<file path="config.mk">
export PLATFORM = sky130hd
export DESIGN_NAME = dmem_arbiter_flat
export DESIGN_NICKNAME = d
export VERILOG_FILES = /design/src/rtl/dmem_arbiter_if.sv /design/src/rtl/dmem_arbiter.sv /design/src/flat_wrapper.sv
export SDC_FILE = /design/constraint.sdc
export NUM_CORES = 1
export LEC_CHECK = 0
export CORE_MARGIN = 5
export CORE_UTILIZATION = 41
export CTS_BUF_LIST = sky130_fd_sc_hd__clkbuf_8
export DETAILED_ROUTE_END_ITERATION = 7
export GPL_TIMING_DRIVEN = 0
export HOLD_SLACK_MARGIN = 0.03
export PLACE_DENSITY = 0.88
export SLEW_MARGIN = 5
export SYNTH_ARGS = -nofsm -noshare
export SYNTH_HDL_FRONTEND = slang
export SYNTH_SLANG_ARGS = --single-unit
</file>
<file path="constraint.sdc">
create_clock -name clk -period 3.3 [get_ports clk]
set_clock_uncertainty 0.2 [all_clocks]
set_input_delay 0.495 -clock clk [delete_from_list [all_inputs] [get_ports clk]]
set_output_delay 0.495 -clock clk [all_outputs]
set_load 0.02 [all_outputs]
</file>
<file path="src/rtl/dmem_arbiter_if.sv">
// Request/response ports of the two data-memory requesters plus the memory port.
// slave is the arbiter's view; master is the view of the surrounding logic.
interface dmem_arbiter_if #(
  parameter int unsigned MEM_WORDS = 64
);
  localparam int unsigned MAW = $clog2(MEM_WORDS);

  logic            core_req;
  logic            core_we;
  logic [31:0]     core_adr;
  logic [31:0]     core_wdata;
  logic            core_gnt;
  logic            core_rvalid;
  logic [31:0]     core_rdata;

  logic            dma_req;
  logic            dma_we;
  logic [31:0]     dma_adr;
  logic [31:0]     dma_wdata;
  logic            dma_gnt;
  logic            dma_rvalid;
  logic [31:0]     dma_rdata;

  logic            mem_en;
  logic            mem_we;
  logic [MAW-1:0]  mem_adr;
  logic [31:0]     mem_wdata;
  logic [31:0]     mem_rdata;

  logic            addr_err;

  modport slave (
    input  core_req, core_we, core_adr, core_wdata,
    output core_gnt, core_rvalid, core_rdata,
    input  dma_req, dma_we, dma_adr, dma_wdata,
    output dma_gnt, dma_rvalid, dma_rdata,
    output mem_en, mem_we, mem_adr, mem_wdata,
    input  mem_rdata,
    output addr_err
  );

  modport master (
    output core_req, core_we, core_adr, core_wdata,
    input  core_gnt, core_rvalid, core_rdata,
    output dma_req, dma_we, dma_adr, dma_wdata,
    input  dma_gnt, dma_rvalid, dma_rdata,
    input  mem_en, mem_we, mem_adr, mem_wdata,
    output mem_rdata,
    input  addr_err
  );
endinterface

</file>
<file path="src/rtl/dmem_arbiter.sv">
// Core/DMA arbiter for the single-ported synchronous-read data memory.
// Optional address checking is enabled by defining DMEM_ADDR_CHECK_EN.
module dmem_arbiter #(
  parameter int unsigned MEM_WORDS    = 64,
  parameter int unsigned STARVE_LIMIT = 4
) (
  input logic           clk,
  input logic           reset,
  dmem_arbiter_if.slave bus
);
  localparam int unsigned MAW = $clog2(MEM_WORDS);
  localparam int unsigned CW  = $clog2(STARVE_LIMIT + 1);

  typedef enum logic [1:0] {
    IDLE    = 2'd0,
    CORE_RD = 2'd1,
    DMA_RD  = 2'd2
  } state_t;

  state_t          state;
  state_t          stateNext;
  logic [CW-1:0]   starveCnt;
  logic [CW-1:0]   starveCntNext;
  logic [MAW-1:0]  adrQ;
  logic [MAW-1:0]  adrNext;
  logic [31:0]     wdataQ;
  logic [31:0]     wdataNext;
  logic [31:0]     coreRdataQ;
  logic [31:0]     dmaRdataQ;
  logic            errRdQ;
  logic            errRdNext;

  logic            dmaForce;
  logic            coreGnt;
  logic            dmaGnt;
  logic            anyGnt;
  logic            winWe;
  logic [31:0]     winAdr;
  logic [31:0]     winWdata;
  logic            accErr;
  logic            memEn;
  logic [31:0]     rspData;

`ifdef DMEM_ADDR_CHECK_EN
  // Misaligned or out-of-range accesses are granted but never reach the memory.
  assign accErr = anyGnt && ((winAdr[1:0] != 2'b00) || (winAdr >= 32'(4 * MEM_WORDS)));
`else
  logic unusedAdrBits;
  assign accErr        = 1'b0;
  assign unusedAdrBits = ^{winAdr[1:0], winAdr[31:MAW+2]};
`endif

  // Read data returned in the response cycle; a rejected read answers with a marker.
  assign rspData = errRdQ ? 32'hDEAD_BEEF : bus.mem_rdata;

  // FSM state register: owner of the read in flight.
  always_ff @(posedge clk) begin
    if (!reset) begin
      state <= IDLE;
    end else begin
      state <= stateNext;
    end
  end

  // Arbitration, memory drive, next state and response outputs.
  always_comb begin
    stateNext     = IDLE;
    coreGnt       = 1'b0;
    dmaGnt        = 1'b0;
    dmaForce      = (starveCnt == CW'(STARVE_LIMIT));
    starveCntNext = starveCnt;

    if (reset) begin
      if (bus.dma_req && (dmaForce || !bus.core_req)) begin
        dmaGnt = 1'b1;
      end else if (bus.core_req) begin
        coreGnt = 1'b1;
      end
    end
    anyGnt = coreGnt || dmaGnt;

    winWe    = dmaGnt ? bus.dma_we    : bus.core_we;
    winAdr   = dmaGnt ? bus.dma_adr   : bus.core_adr;
    winWdata = dmaGnt ? bus.dma_wdata : bus.core_wdata;
    memEn    = anyGnt && !accErr;

    // Address and data hold their last driven values while the memory is idle.
    adrNext   = memEn ? winAdr[MAW+1:2] : adrQ;
    wdataNext = memEn ? winWdata : wdataQ;

    if (coreGnt && !bus.core_we) begin
      stateNext = CORE_RD;
    end else if (dmaGnt && !bus.dma_we) begin
      stateNext = DMA_RD;
    end
    errRdNext = accErr && !winWe;

    if (!bus.dma_req || dmaGnt) begin
      starveCntNext = '0;
    end else if (!dmaForce) begin
      starveCntNext = starveCnt + CW'(1);
    end

    bus.core_gnt    = coreGnt;
    bus.dma_gnt     = dmaGnt;
    bus.mem_en      = memEn;
    bus.mem_we      = memEn && winWe;
    bus.mem_adr     = reset ? adrNext : '0;
    bus.mem_wdata   = reset ? wdataNext : '0;
    bus.addr_err    = accErr;
    bus.core_rvalid = reset && (state == CORE_RD);
    bus.dma_rvalid  = reset && (state == DMA_RD);
    bus.core_rdata  = '0;
    bus.dma_rdata   = '0;
    if (reset) begin
      bus.core_rdata = (state == CORE_RD) ? rspData : coreRdataQ;
      bus.dma_rdata  = (state == DMA_RD)  ? rspData : dmaRdataQ;
    end
  end

  // Datapath registers: starvation counter, held memory drive, held read data.
  always_ff @(posedge clk) begin
    if (!reset) begin
      starveCnt  <= '0;
      adrQ       <= '0;
      wdataQ     <= '0;
      coreRdataQ <= '0;
      dmaRdataQ  <= '0;
      errRdQ     <= 1'b0;
    end else begin
      starveCnt <= starveCntNext;
      adrQ      <= adrNext;
      wdataQ    <= wdataNext;
      errRdQ    <= errRdNext;
      if (state == CORE_RD) begin
        coreRdataQ <= rspData;
      end
      if (state == DMA_RD) begin
        dmaRdataQ <= rspData;
      end
    end
  end
endmodule

</file>
<file path="src/flat_wrapper.sv">
// flat-port wrapper written by rule: the top's interface ports become plain ports
module dmem_arbiter_flat 
#(
  parameter int unsigned MEM_WORDS    = 64,
  parameter int unsigned STARVE_LIMIT = 4
)
  (clk, reset, bus_core_req, bus_core_we, bus_core_adr, bus_core_wdata, bus_core_gnt, bus_core_rvalid, bus_core_rdata, bus_dma_req, bus_dma_we, bus_dma_adr, bus_dma_wdata, bus_dma_gnt, bus_dma_rvalid, bus_dma_rdata, bus_mem_en, bus_mem_we, bus_mem_adr, bus_mem_wdata, bus_mem_rdata, bus_addr_err);
  dmem_arbiter_if #(.MEM_WORDS(MEM_WORDS)) bus_i ();
  input logic clk;
  input logic reset;
  input wire logic [$bits(bus_i.core_req)-1:0] bus_core_req;
  input wire logic [$bits(bus_i.core_we)-1:0] bus_core_we;
  input wire logic [$bits(bus_i.core_adr)-1:0] bus_core_adr;
  input wire logic [$bits(bus_i.core_wdata)-1:0] bus_core_wdata;
  output wire logic [$bits(bus_i.core_gnt)-1:0] bus_core_gnt;
  output wire logic [$bits(bus_i.core_rvalid)-1:0] bus_core_rvalid;
  output wire logic [$bits(bus_i.core_rdata)-1:0] bus_core_rdata;
  input wire logic [$bits(bus_i.dma_req)-1:0] bus_dma_req;
  input wire logic [$bits(bus_i.dma_we)-1:0] bus_dma_we;
  input wire logic [$bits(bus_i.dma_adr)-1:0] bus_dma_adr;
  input wire logic [$bits(bus_i.dma_wdata)-1:0] bus_dma_wdata;
  output wire logic [$bits(bus_i.dma_gnt)-1:0] bus_dma_gnt;
  output wire logic [$bits(bus_i.dma_rvalid)-1:0] bus_dma_rvalid;
  output wire logic [$bits(bus_i.dma_rdata)-1:0] bus_dma_rdata;
  output wire logic [$bits(bus_i.mem_en)-1:0] bus_mem_en;
  output wire logic [$bits(bus_i.mem_we)-1:0] bus_mem_we;
  output wire logic [$bits(bus_i.mem_adr)-1:0] bus_mem_adr;
  output wire logic [$bits(bus_i.mem_wdata)-1:0] bus_mem_wdata;
  input wire logic [$bits(bus_i.mem_rdata)-1:0] bus_mem_rdata;
  output wire logic [$bits(bus_i.addr_err)-1:0] bus_addr_err;
  assign bus_i.core_req = bus_core_req;
  assign bus_i.core_we = bus_core_we;
  assign bus_i.core_adr = bus_core_adr;
  assign bus_i.core_wdata = bus_core_wdata;
  assign bus_core_gnt = bus_i.core_gnt;
  assign bus_core_rvalid = bus_i.core_rvalid;
  assign bus_core_rdata = bus_i.core_rdata;
  assign bus_i.dma_req = bus_dma_req;
  assign bus_i.dma_we = bus_dma_we;
  assign bus_i.dma_adr = bus_dma_adr;
  assign bus_i.dma_wdata = bus_dma_wdata;
  assign bus_dma_gnt = bus_i.dma_gnt;
  assign bus_dma_rvalid = bus_i.dma_rvalid;
  assign bus_dma_rdata = bus_i.dma_rdata;
  assign bus_mem_en = bus_i.mem_en;
  assign bus_mem_we = bus_i.mem_we;
  assign bus_mem_adr = bus_i.mem_adr;
  assign bus_mem_wdata = bus_i.mem_wdata;
  assign bus_i.mem_rdata = bus_mem_rdata;
  assign bus_addr_err = bus_i.addr_err;
  dmem_arbiter #(.MEM_WORDS(MEM_WORDS), .STARVE_LIMIT(STARVE_LIMIT)) u_core (.clk(clk), .reset(reset), .bus(bus_i));
endmodule
</file>
# Word-level counts from Yosys, hierarchy flattened
# Index checks and enable logic that the tools add are counted.
# word_totals
reg_bits	107
inputBits	166
output_inout_bits	109
# op_classes
n_bitwise	1
n_eq_ne	3
n_reduce_logical	15
mux	18
addsub	1
# ops
cell	count
32-bit 2-to-1 mux	7
6-bit 2-to-1 mux	2
8-bit 2-to-1 mux	1
1-bit 2-to-1 mux	7
1-bit logical AND	6
1-bit zero test	4
2-bit OR reduction	2
3-bit by 1-bit adder with 3-bit output (second input constant)	1
3-bit equality test (second input constant)	1
1-bit logical OR	3
2-bit by 1-bit equality test with 1-bit output (second input constant)	1
2-bit equality test (second input constant)	1
2-bit 2-to-1 mux	1
1-bit NOT	1

# Depth between registers and ports, before layout
# logic_depth
depth_word	8
ltp_mapped	7
depth_no_buf	5

# Worst setup path before layout
# OpenSTA, ideal clock, no wires.
# synth_path
path_type	input -> output
start	in reset
end	out bus_mem_adr[0]
t_arrival_ns	1.489
slack_ns	1.116
n_path_buf	3
cell_stages	7
path_cell_list	buf_4 -> o21ai_2 -> inv_2 -> buf_4 -> buf_6 -> o21ai_1 -> a21oi_1
# synth_between
elab_chain_cells	4
# synth_lines
item	line	text
from (decl)	flat_wrapper.sv:10	input logic reset;
1-bit 2-to-1 mux	dmem_arbiter.sv:73	if (reset) begin
1-bit logical OR (*)	dmem_arbiter.sv:80	anyGnt = coreGnt || dmaGnt;
named net bus_mem_en	flat_wrapper.sv:25	output wire logic [$bits(bus_i.mem_en)-1:0] bus_mem_en;
6-bit 2-to-1 mux (*)	dmem_arbiter.sv:88	adrNext = memEn ? winAdr[MAW+1:2] : adrQ;
6-bit 2-to-1 mux (*)	dmem_arbiter.sv:108	bus.mem_adr = reset ? adrNext : '0;
to (decl)	flat_wrapper.sv:27	output wire logic [$bits(bus_i.mem_adr)-1:0] bus_mem_adr;
# Mark *: on every way through the listed nets, which the timed path passes. The rest lies on a longest branch.

# Worst setup path in the final report
# layout_path
start	in bus_core_req
end	out bus_mem_wdata[27]
# layout_between
elab_chain_cells	8
# layout_lines
item	line	text
from (decl)	flat_wrapper.sv:11	input wire logic [$bits(bus_i.core_req)-1:0] bus_core_req;
1-bit zero test	dmem_arbiter.sv:74	if (bus.dma_req && (dmaForce || !bus.core_req)) begin
1-bit logical OR	dmem_arbiter.sv:74	
1-bit logical AND	dmem_arbiter.sv:74	
1-bit 2-to-1 mux	dmem_arbiter.sv:74	
1-bit 2-to-1 mux	dmem_arbiter.sv:73	
32-bit 2-to-1 mux / 1-bit logical OR (equally long branches)	dmem_arbiter.sv:84, dmem_arbiter.sv:80	
32-bit 2-to-1 mux (*)	dmem_arbiter.sv:89	wdataNext = memEn ? winWdata : wdataQ;
32-bit 2-to-1 mux (*)	dmem_arbiter.sv:109	bus.mem_wdata = reset ? wdataNext : '0;
to (decl)	flat_wrapper.sv:28	output wire logic [$bits(bus_i.mem_wdata)-1:0] bus_mem_wdata;
# Mark *: on every way between the ends. The rest lies on a longest branch, timed or not.

==> metrics <==
Syn Nets=701; Post-synth EDFFs=0; CTS resizes=4; Synth-to-Final Area Change=60.8%; I/O Buffers=220; crit path cell chain=clkdlybuf4s50_1 -> a21boi_4 -> buf_2 -> o21ai_0 -> a21oi_1 -> clkdlybuf4s50_1; outcome=complete, no violations; Final WS setup=0.106 ns; Die Wd=114 um; Post-Syn Area=0.00440 mm2; ys flop type=dfxtp_1; CTS Sinks=107; Rows=37; Syn Area/Cell=8.26 um2; max-slew violations=0; Crit. End Element=output port; DRT Pass-1 Iters=5; worst reg2reg path depth=6; commonest cells after routing, fill and taps aside=clkdlybuf4s50_1, nand2_1, dfxtp_1; first-pass GRT wire length=24.3 mm; Total Routing Usage GR=0.229; fillers=823; # diodes=0; wirelength, routed=15.2 mm; CP Max Fanout=10; clock buffer count from CTS=9; minimum clock period=3.19 ns; CTS root buf=clkbuf_8; Fin Setup TNS=0 ns; layout cells sized above 1=0.0794; Hold Path Class=flop to flop; Clock Tree Buf Depth=2; final hold violations=0; Detailed Place HPWL=11.7 mm; die area=0.0129 mm2; final period utilization=0.968; reg-to-reg critical path startpoint=u_core.starveCnt[0]$_SDFFE_PP0N_; number of remaining DRC errors=0; Required @ worst endpoint=2.60 ns; Clock transition at path regs=0.09 ns; Leak Pwr=3.07 nW; Yosys cell types=28; most common cell after layout, fill and taps aside=clkdlybuf4s50_1; max-cap violations=0; Worst-Skew Late Latency=0.35 ns; placed cell area=0.00677 mm2; WS Path Type=input pin to output port; Post-CTS Repair Setup Buffers=0; asr flop ratio synth=0; Setup WS pre-CTS=-0.0602 ns; Slowest Stage Delay on Critical Path=0.65 ns; Max VDD drop=0.266 mV; Final ANT Viol Nets=0; Avg WL per Cell=16.9 um; final instance area=0.00708 mm2; cts hold-fix bufs=0; vias per cell=5.21; CTS H-Tree Depth=3; # IOs=275; Peak Freq=313 MHz; cell count after synthesis=533; total core area=0.0104 mm2; Worst setup endpoint=bus_mem_wdata[27]; nets=932; Worst setup startpoint=bus_core_req; Seq/Total Area, Yosys=0.487; DR vias=4709; vias in the first global route=4806; largest net degree at the start of global routing=19; Power Density=389 mW/mm2; #FFs+latches synth=107; 1st-iter DRT viols=283; Synthesis Warnings=0; CTS tree=built; Initial Util=0.422; R2R Setup Slk=1.45 ns; WP data arrival=2.50 ns; DIE HEIGHT=114 um; GR Overflow Total=0; Setup Viol. Count Final=0; CP dominant cell by count=clkdlybuf4s50_1; total power=2.75 mW; CP max-delay cell=clkdlybuf4s50_1; r2r endpoint=u_core.wdataQ[8]$_DFF_P_; RePlAce Congestion=0.900; antenna violations before repair=0; Startpoint Class=input pin
## how the worst min path moves through the flow
stage,start,to,cells after the start
after detailed placement,u_core.coreRdataQ[27]$_DFF_P_,u_core.coreRdataQ[27]$_DFF_P_,2
after global routing,u_core.coreRdataQ[26]$_DFF_P_,u_core.coreRdataQ[26]$_DFF_P_,2
final,u_core.coreRdataQ[27]$_DFF_P_,u_core.coreRdataQ[27]$_DFF_P_,2
after CTS,u_core.coreRdataQ[27]$_DFF_P_,u_core.coreRdataQ[27]$_DFF_P_,2
after floorplan,u_core.starveCnt[0]$_SDFFE_PP0N_,u_core.starveCnt[0]$_SDFFE_PP0N_,1
after global placement,u_core.dmaRdataQ[17]$_DFF_P_,u_core.dmaRdataQ[17]$_DFF_P_,2
## synthesized netlist by cell type (2+ instances only)
cell	count	area (um2)
a21boi_0	6	45.0
buf_6	8	90.1
nand2b_1	2	12.5
o21ai_1	15	75.1
ha_1	2	25.0
nor2_1	2	7.51
dfxtp_1	107	2140
o21ai_0	62	310
and2_1	3	18.8
inv_1	2	7.51
nor3_1	2	10.0
a21boi_1	58	435
nor2b_1	3	18.8
buf_2	23	115
a21oi_1	39	195
clkbuf_1	17	63.8
nand2_1	130	488
a31oi_1	39	244
buf_4	4	30.0
## registers in the layout, indices dropped and copies added (netlist names)
| signal | count |
|---|---|
| u_core.adrQ | 6 |
| u_core.coreRdataQ | 32 |
| u_core.dmaRdataQ | 32 |
| u_core.starveCnt | 3 |
| u_core.state | 2 |
| u_core.wdataQ | 32 |
## area by class of cell
type	instances	area [um2]	share of cell area
clock buffers	9	124	0.0175
well taps	136	170	0.0240
plain buffers	52	308	0.0435
inverters	3	11.3	0.00159
repair buffers	220	2290	0.324
flip-flops and latches	107	2140	0.303
multi-input cells	371	1960	0.276
clock inverters	6	75.1	0.0106
## per-layer routing
| metal | vias up | wire length, um | global-route usage |
|---|---|---|---|
| met5 | - | 0 | 0 |
| met4 | 0 | 199 | 0.0553 |
| met3 | 21 | 1540 | 0.0870 |
| met2 | 211 | 7630 | 0.392 |
| met1 | 2191 | 5870 | 0.269 |
| li1 | 2286 | - | - |
## metrics by stage
step	util	hold WS (ns)	std cells
floorplan	-	0.231	533
global placement	0.650	0.242	889
detailed placement	0.650	0.246	889
CTS	0.670	0.263	904
global route	0.679	0.285	904
finish	0.679	0.261	904
## power by group
group | total [mW] | switching (mW) | internal, mW
Clock | 0.802 | 0.446 | 0.356
Combinational | 0.585 | 0.290 | 0.295
Sequential | 1.36 | 0.0152 | 1.35
Total | 2.75 | 0.751 | 2.00
## worst max-delay path, delay by kind of cell
family	cells	cell delay, ns
AO/OA/AOI/OAI	3	0.55
buffers and inverters	3	1.45
## logic make-up after synthesis
| group | Yosys count | synth area share |
|---|---|---|
| multiplexers | 1 | 0.00227 |
| buffers and inverters | 55 | 0.0705 |
| AND/OR/NAND/NOR | 145 | 0.131 |
| AO/OA/AOI/OAI | 222 | 0.303 |
| flip-flops | 107 | 0.487 |
| adder cells (fa/ha/maj) | 2 | 0.00569 |
| other | 1 | 0.000852 |
Power figures use the tool's default switching activity.
==> RTL edit (config.mk and constraints unchanged) <==
Re-encode `state_t` (3 states) as one-hot, 3 bits wide.
--- a/src/rtl/dmem_arbiter.sv
+++ b/src/rtl/dmem_arbiter.sv
@@ -12,8 +12,8 @@
   localparam int unsigned CW  = $clog2(STARVE_LIMIT + 1);
 
-  typedef enum logic [1:0] {
-    IDLE    = 2'd0,
-    CORE_RD = 2'd1,
-    DMA_RD  = 2'd2
+  typedef enum logic [2:0] {
+    IDLE    = 3'b001,
+    CORE_RD = 3'b010,
+    DMA_RD  = 3'b100
   } state_t;
 
Behaviour: no difference found for any inputs over 4 cycles, from zero or initial values and one cycle with reset low; so few cycles prove little.
==> RTL edit against the original RTL <==
  * Synthesized area is 1.4% higher
  * Sequential cell count is 1 higher
  * Synthesized cell count is 0.94% higher
  * Cell area is 0.30% higher
  * Total power is 2.5% lower
  * Sequential share of layout area is 0.19 points higher
  * Core utilization is 1.9 points lower
  * Worst setup slack better by 0.029 ns
  * Largest cell class unchanged
  * Largest power group unchanged
  * Clock power is 4.2% higher
  * Routed wire length is 1.5% higher
  * Via count is 2.5% higher
  * First-iteration DRC count is 18% higher
==> RTL edit: results (changes against the original RTL) <==
Place
  • Pre-CTS setup slack: -0.1278 ns (-0.06767 ns)
  • Number of port buffers: 220 (unchanged)
  • Final RePlAce weighted congestion: 0.8529 (-5.2%)
  • Cells after DPL: 898 (+1.0%)
  • Hpwl dp: 11820 um (+0.66%)
  • Cell area after placement: 6840 um2 (+1.0%)

GRT
  • Number of global-route vias before repair: 5105 (+6.2%)
  • Initial antenna violation count: 0 (unchanged)
  • All-layer global routing usage: 23.18% (+0.33 points)
  • Maximum number of pins on one net before global-route repair: 20 (+1)
  • Wire length of the first global-routing pass: 24610 um (+1.3%)

Routing
  • Avg WL per Cell: 16.93 um (+0.42%)
  • First DRT Iteration DRCs: 335 (+18%)
  • First-pass DRT Iterations: 5 (unchanged)
  • Via count of the routed design: 4826 (+2.5%)

Setup path
  • Maximum fanout along the worst path: 10 (unchanged)
  • Maximum single-stage delay on the critical path: 0.62 ns (-0.03 ns)
  • Critical Path AT: 2.47 ns (-0.03 ns)
  • Library cell contributing the largest single delay on the critical path: sky130_fd_sc_hd__clkdlybuf4s50_1
  • Cell family with most CP delay: buffers and inverters

Layout
  • Post-layout net count: 937 (+0.54%)
  • Diode count: 0 (unchanged)
  • Largest registers ranked by flip-flop count: u_core.coreRdataQ x32, u_core.dmaRdataQ x32, u_core.wdataQ x32
  • Layout cells sized above 1: 7.881% (-0.062 points)
  • Fin cells: 914 (+1.1%)
  • Number of fill cells: 873 (+6.1%)

Clock tree
  • Worst-skew pair later-pin latency: 0.36 ns
  • Clock-pin transition on the worst setup and hold timing paths: 0.10 ns
  • Clock buffer count from CTS: 9 (unchanged)
  • Maximum root-to-sink buffer count: 2 (unchanged)
  • Number of H-tree levels: 3 (unchanged)
  • Setup repair bufs after CTS: 0 (unchanged)
  • CTS Root Buffer Type: sky130_fd_sc_hd__clkbuf_8

Synthesis
  • Mapped Avg Cell Area: 8.296 um2 (+0.48%)
  • Ys flop type: sky130_fd_sc_hd__dfxtp_1
  • Top cell types by occurrence after synthesis: 131 x sky130_fd_sc_hd__nand2_1, 108 x sky130_fd_sc_hd__dfxtp_1, 77 x sky130_fd_sc_hd__o21ai_0, 60 x sky130_fd_sc_hd__a21boi_1, 40 x sky130_fd_sc_hd__a31oi_1
  • Distinct cells, synth: 31 (+11%)
  • Synthesized net count: 706 (+0.71%)
  • Sequential share of the synthesized area: 48.44% (-0.23 points)
  • Cell types occupying the most area after synthesis: sky130_fd_sc_hd__dfxtp_1 48%, sky130_fd_sc_hd__nand2_1 11%, sky130_fd_sc_hd__a21boi_1 10%, sky130_fd_sc_hd__o21ai_0 8.6%, sky130_fd_sc_hd__a31oi_1 5.6%
  • Async set-or-reset flop fraction in the synthesized netlist: 0% (unchanged)
  • Number of synthesis warnings: 0 (unchanged)

Status
  • Result of the run: finished, final reports clean

Power and ir drop
  • Max IR drop VDD: 0.2217 mV (-17%)
  • Reported leakage power: 2.919 nW (-5.0%)

Min path
  • Type of the worst min-delay path: flop to flop
-- RTL edit: cell types whose count changed after synthesis, sizes merged --
| cell | before | now |
|---|---|---|
| nor3b | 1 | 3 |
| a32o | 0 | 1 |
| nor2b | 3 | 1 |
| inv | 3 | 4 |
| clkbuf | 17 | 20 |
| buf | 35 | 32 |
| nand2 | 130 | 131 |
| dfxtp | 107 | 108 |
| or3b | 0 | 2 |
| a31oi | 39 | 40 |
| nand2b | 2 | 0 |
-- RTL edit: tightest hold or removal path: stages (launching register included) --
cell                       delay, ns
sky130_fd_sc_hd__dfxtp_1        0.31
sky130_fd_sc_hd__nand2_1        0.04
sky130_fd_sc_hd__a21boi_1       0.06
-- RTL edit: worst paths after layout --
path | start | end | slack [ns] | cells past startpoint
max reg2reg | u_core.starveCnt[0] | u_core.wdataQ[17] | 1.37 | 6
max | bus_dma_req | bus_mem_wdata[17] | 0.14 | 7
min reg2reg | u_core.coreRdataQ[2] | u_core.coreRdataQ[2] | 0.26 | 2
min | u_core.coreRdataQ[2] | u_core.coreRdataQ[2] | 0.26 | 2
-- RTL edit: what timing repair did --
item / 4_1_cts / 5_1_grt
setup endpoints to repair: 31 / 23
hold endpoints to repair: 0 / 0
gates resized for setup: 22 / 26
-- RTL edit: through the flow --
stage               utilization (%)  setup TNS (ns)
floorplan                         -               0
global placement              63.66         -0.1541
detailed placement            63.66          -1.058
CTS                           65.50               0
global route                  66.06               0
finish                        66.06               0
-- RTL edit: layer usage --
layer	track usage, %	wire, um	up-vias	share of wire (%)
li1	-	-	2311	-
met1	26.85	6151	2260	40
met2	41.26	7744	227	50
met3	6.395	1269	28	8.2
met4	7.522	305	0	2.0
met5	0	0	-	0
-- RTL edit: cell families after synthesis --
logic type	count (synthesis)	synth area share [%]
AOI/OAI and AO/OA	224	30.28
adders and majority gates	2	0.5606
buffers and inverters	56	6.784
DFF	108	48.44
muxes	1	0.2243
other	1	0.08402
and+or+nand+nor	146	13.63
-- RTL edit: area by class of cell --
class                   count  share of cell area [%]
repair buffers            220                   31.55
flip-flops and latches    108                   30.46
multi-input cells         374                   28.26
plain buffers              52                   4.178
well taps                 140                   2.468
clock buffers               9                   1.745
clock inverters             7                   1.128
inverters                   4                  0.2115
-- RTL edit: report_power, final --
group	total (W)	switching (W)	internal (W)	leakage [nW]
clock	0.000836	0.000474	0.000362	0.0973
combinational	0.000487	0.000241	0.000246	1.94
sequential	0.00136	0.0000131	0.00135	0.880
total	0.00268	0.000727	0.00195	2.92
